==> src/rtl/program_loader_pkg.sv <==
// Shared types and width helpers for the boot-time program loader.
package program_loader_pkg;

    typedef enum logic [2:0] {
        ST_IDLE  = 3'd0,
        ST_LOAD  = 3'd1,
        ST_CHECK = 3'd2,
        ST_RUN   = 3'd3,
        ST_ERROR = 3'd4
    } ld_state_t;

    localparam int DEF_WIDTH_REG = 8;
    localparam int DEF_OPCODE    = 3;

    function automatic int calc_aw(input int width_reg, input int opcode);
        return width_reg - opcode;
    endfunction

    // Checksum is taken modulo 2^width of the data path.
    function automatic int csum_w(input int width_reg);
        return width_reg;
    endfunction

endpackage

==> src/rtl/program_loader.sv <==
// Framed byte-stream loader: header, data bytes, checksum; writes program
// memory from address 0 and releases the CPU only after a clean load.
module program_loader
    import program_loader_pkg::*;
#(
    parameter int WIDTH_REG = DEF_WIDTH_REG,
    parameter int OPCODE    = DEF_OPCODE,
    localparam int AW       = calc_aw(WIDTH_REG, OPCODE)
) (
    input  logic                 clk,
    input  logic                 reset,
    input  logic                 in_valid,
    input  logic [WIDTH_REG-1:0] in_data,
    output logic                 in_ready,
    input  logic                 reload,
    output logic                 mem_wr,
    output logic [AW-1:0]        mem_addr,
    output logic [WIDTH_REG-1:0] mem_data,
    output logic                 cpu_run,
    output logic                 done,
    output logic                 error
);

    localparam int SW = csum_w(WIDTH_REG);

    ld_state_t          r_state;
    ld_state_t          w_next;
    logic [AW-1:0]      r_cnt;
    logic [AW-1:0]      r_last;
    logic [SW-1:0]      r_sum;
    logic               r_wr;
    logic [AW-1:0]      r_addr;
    logic [WIDTH_REG-1:0] r_data;

    logic               w_ready;
    logic               w_xfer;
    logic [SW-1:0]      w_sum_nx;

    assign w_xfer   = in_valid && w_ready;
    assign w_sum_nx = r_sum + SW'(in_data);

    always_ff @(posedge clk or negedge reset) begin
        if (!reset) begin
            r_state <= ST_IDLE;
        end else begin
            r_state <= w_next;
        end
    end

    always_comb begin
        w_next  = r_state;
        w_ready = 1'b0;
        cpu_run = 1'b0;
        done    = 1'b0;
        error   = 1'b0;
        unique case (r_state)
            ST_IDLE: begin
                w_ready = 1'b1;
                if (w_xfer) w_next = ST_LOAD;
            end
            ST_LOAD: begin
                w_ready = 1'b1;
                if (w_xfer && r_cnt == r_last) w_next = ST_CHECK;
            end
            ST_CHECK: begin
                w_ready = 1'b1;
                if (w_xfer) begin
                    w_next = (w_sum_nx == '0) ? ST_RUN : ST_ERROR;
                end
            end
            ST_RUN: begin
                cpu_run = 1'b1;
                done    = 1'b1;
            end
            ST_ERROR: begin
                error = 1'b1;
            end
            default: w_next = ST_IDLE;
        endcase
        // Reload wins over any transfer in the same cycle.
        if (reload) w_next = ST_IDLE;
    end

    always_ff @(posedge clk or negedge reset) begin
        if (!reset) begin
            r_cnt  <= '0;
            r_last <= '0;
            r_sum  <= '0;
            r_wr   <= 1'b0;
            r_addr <= '0;
            r_data <= '0;
        end else begin
            r_wr <= 1'b0;
            if (reload) begin
                r_cnt <= '0;
                r_sum <= '0;
            end else if (w_xfer) begin
                if (r_state == ST_IDLE) begin
                    r_last <= in_data[AW-1:0];
                    r_sum  <= SW'(in_data);
                    r_cnt  <= '0;
                end else if (r_state == ST_LOAD) begin
                    r_wr   <= 1'b1;
                    r_addr <= r_cnt;
                    r_data <= in_data;
                    r_sum  <= w_sum_nx;
                    if (r_cnt != r_last) r_cnt <= r_cnt + 1'b1;
                end
            end
        end
    end

    assign in_ready = w_ready;
    assign mem_wr   = r_wr;
    assign mem_addr = r_addr;
    assign mem_data = r_data;

endmodule

==> config.mk <==
export PLATFORM = sky130hd
export DESIGN_NAME = program_loader
export DESIGN_NICKNAME = d
export VERILOG_FILES = /design/src/rtl/program_loader_pkg.sv /design/src/rtl/program_loader.sv
export SDC_FILE = /design/constraint.sdc
export NUM_CORES = 1
export LEC_CHECK = 0
export CAP_MARGIN = 20
export CORE_ASPECT_RATIO = 1.1
export CORE_MARGIN = 3
export CORE_UTILIZATION = 50
export CTS_BUF_LIST = sky130_fd_sc_hd__clkbuf_4
export CTS_CLUSTER_SIZE = 30
export DETAILED_ROUTE_END_ITERATION = 12
export GPL_TIMING_DRIVEN = 0
export PLACE_DENSITY = 0.75
export SLEW_MARGIN = 20
export SYNTH_ARGS = -nofsm -noshare
export SYNTH_HDL_FRONTEND = slang
export SYNTH_SLANG_ARGS = --single-unit
==> constraint.sdc <==
create_clock -name clk -period 2.3 [get_ports clk]
set_clock_uncertainty 0.05 [all_clocks]
set_input_delay 0.46 -clock clk [delete_from_list [all_inputs] [get_ports clk]]
set_output_delay 0.46 -clock clk [all_outputs]
set_load 0.005 [all_outputs]
==> flow_summary_export.csv <==
group,metric,value,unit
synthesis,synth-seq-area-share,46.85,%
worst_hold_path,min_path_type,"reg2reg",
clock_network,clk_path_buf_depth,2,
timing,fin_crit,2.337,ns
timing,fin_crit_sh,101.6,%
routing,viasPerCell,5.362,
worst_hold_path,min_from,"mem_data[3]",
placed_design,dpl-instance-area,2242,sq um
floorplan,die_w,64.30,um
timing,hold_ws,0.4290,ns
clock_network,numCtsBuffers,5,
floorplan,dieHeight,70.13,um
global_route,antenna_found_initial,0,
setup_path,startpoint,"in_data[0]",
synthesis,yosys_warnings,0,
clock_network,clock_latency,0.33,ns
placed_design,hpwl,3057,um
synthesis,syn_area,1869,sq um
routing,route.detailed.drc,0,
setup_path,critPathArrivalTime,2.56,ns
layout,antennaDiodeCount,0,
global_route,grt_pass1_wl,7251,um
setup_path,crit_type,"in2reg",
setup_path,cp-end-kind,"flop",
global_route,track_usage,20.66,%
synthesis,synthCells,198,
layout,fin_area,2386,sq um
global_route,grt-ovfl-total,0,
global_route,grt_max_degree,23,
timing,rsz0062_at_grt,"true",
timing,final_hold_viol_count,0,
synthesis,synthFlopType,"dfrtp_1",
timing,tns,-0.06570,ns
synthesis,async_flop_share,100.0,%
global_route,first_global_vias,1558,
routing,vias,1539,
clock_network,h-tree-depth,2,
timing,worstMarginPinSlew,0.5412,ns
clock_network,cts_root_buf,"clkbuf_4",
power,powerDensity,659.4,nW/um^2
routing,ant_nets,0,
outcome,violations,"setup timing",
setup_path,critPathMaxFanout,4,
power,p_total,1.573,mW
floorplan,fp.coreArea,3468,sq um
floorplan,io_pins,30,
layout,fin_util,68.80,%
synthesis,synth.net_count,219,
floorplan,start_util,53.90,%
routing,drt_first_pass_iters,4,
layout,mostFrequentLayoutCell,"nand2_1",
floorplan,die_area,4509,sq um
floorplan,row_count,22,
clock_network,cts_tree,"yes",
placed_design,place_congestion,0.8696,
synthesis,ys_ff_latch,35,
power,ir_worst_vdd,0.4070,mV
timing,relSlewSlack,63.92,%
outcome,outcome,"finished, violations left",
timing,clock.fmax,427.9,MHz
synthesis,synth_edf_count,0,
synthesis,synth_area_per_cell,9.441,sq um
timing,maxSlewViolCount,0,
synthesis,synth.distinct_cells,32,
clock_network,clk_pin_slew,0.10,ns
setup_path,cp-start-kind,"input port",
routing,wl,4109,um
layout,final_nets,259,
timing,fin_ws,-0.03709,ns
layout,layout_common_cells,"nand2_1, dfrtp_1, clkdlybuf4s50_1, nor2_1, o21ai_0",
routing,drt-wirelength-per-cell,14.32,um
timing,setup_viol,3,
flow_run,maxCapViolations,0,
layout,drive_gt1_share,14.23,%
setup_path,reg2reg_from,"r_sum[0]",
layout,area_delta_synth_final,27.64,%
routing,drtIter0Drc,100,
placed_design,numPortBuffers,29,
setup_path,required,2.53,ns
clock_network,clock_sinks,35,
power,leakage,1.126,nW
-- per-stage QoR --
step	std cells	setup WS (ns)
floorplan	198	0.01490
global placement	275	-0.7864
detailed placement	276	-0.8204
CTS	284	-0.006554
global route	287	-0.1330
finish	287	-0.03709
-- cell type report --
class                           instances  area (sq um)
Clock buffer                            7         52.55
Tap cell                               48         60.06
Buffer                                  6         30.03
Clock inverter                          1         5.005
Timing Repair Buffer                   34         342.8
Multi-Input combinational cell        152          1003
Fill cell                             306          1082
Sequential cell                        35         877.1
Inverter                                4         15.01
-- final timing paths --
path / to / depth (start not counted) / slack, ns
setup / recovery: r_state[1] / 9 / -0.04
hold / removal: mem_data[3] / 2 / 0.43
setup reg to reg: r_state[1] / 8 / -0.01
hold reg to reg: mem_data[3] / 2 / 0.43
max in group asynchronous: mem_addr[2] / 3 / 1.27
min in group asynchronous: r_sum[4] / 2 / 0.50
-- layer usage --
layer,routed length [um],vias up,track usage (%)
met5,0,-,0
met4,91,0,8.216
met3,174,9,3.859
met2,2035,47,33.72
met1,1807,734,26.92
li1,-,749,-
-- where the power goes --
part           switching (mW)  total (mW)  internal [mW]
logic                   0.228       0.480          0.252
clock network           0.194       0.336          0.143
registers              0.0586       0.757          0.699
-- cells by family (layout without fill, tap and decap cells) --
family          after synthesis  in the layout  synth area share, %
buf+inv                      11             52                2.610
flops                        35             35                46.85
xor+xnor                     15             15                7.028
fa+ha+maj                     9              9                6.426
simple gates                 81             81                18.14
mux                          12             12                6.827
compound gates               35             35                12.12
-- worst max-delay path, cell delays in order --
cell and delay (ns):
dlygate4sd2_1 0.30, ha_4 0.20, fa_2 0.39, a211oi_4 0.23
nor2_1 0.08, xnor2_1 0.22, nand3_1 0.18, nor4_4 0.30
a31o_1 0.19
-- flip-flops by register name (all words and copies together), names as in the netlist --
name,cells
mem_data,8
r_sum,8
mem_addr,5
r_cnt,5
r_last,5
r_state,3
mem_wr,1
-- synthesized netlist by cell type, drive strengths merged (2+ instances only) --
cell	number	area (sq um)
nand2	51	191.4
dfrtp	35	875.8
nor2	15	56.30
o21ai	12	60.06
a21oi	10	50.05
xor2	10	87.58
ha	8	100.1
mux2	6	67.56
mux2i	6	60.06
xnor2	5	43.79
buf	4	22.52
inv	4	15.01
nor3	4	20.02
a22o	3	26.28
clkbuf	3	11.26
nand3	3	15.01
a211oi	2	20.02
a31oi	2	12.51
nand4	2	12.51
nor2b	2	12.51
nor4	2	18.77
o21bai	2	15.01
-- timing repair --
action	CTS	global route
endpoints found under the setup margin	6	10
hold buffers	1	0
pin swaps	3	9
gates cloned	0	0
buffers inserted	0	3
resized for setup	7	6
hold endpoints to repair	13	0
No activity file was read; power rests on OpenSTA's default activity.
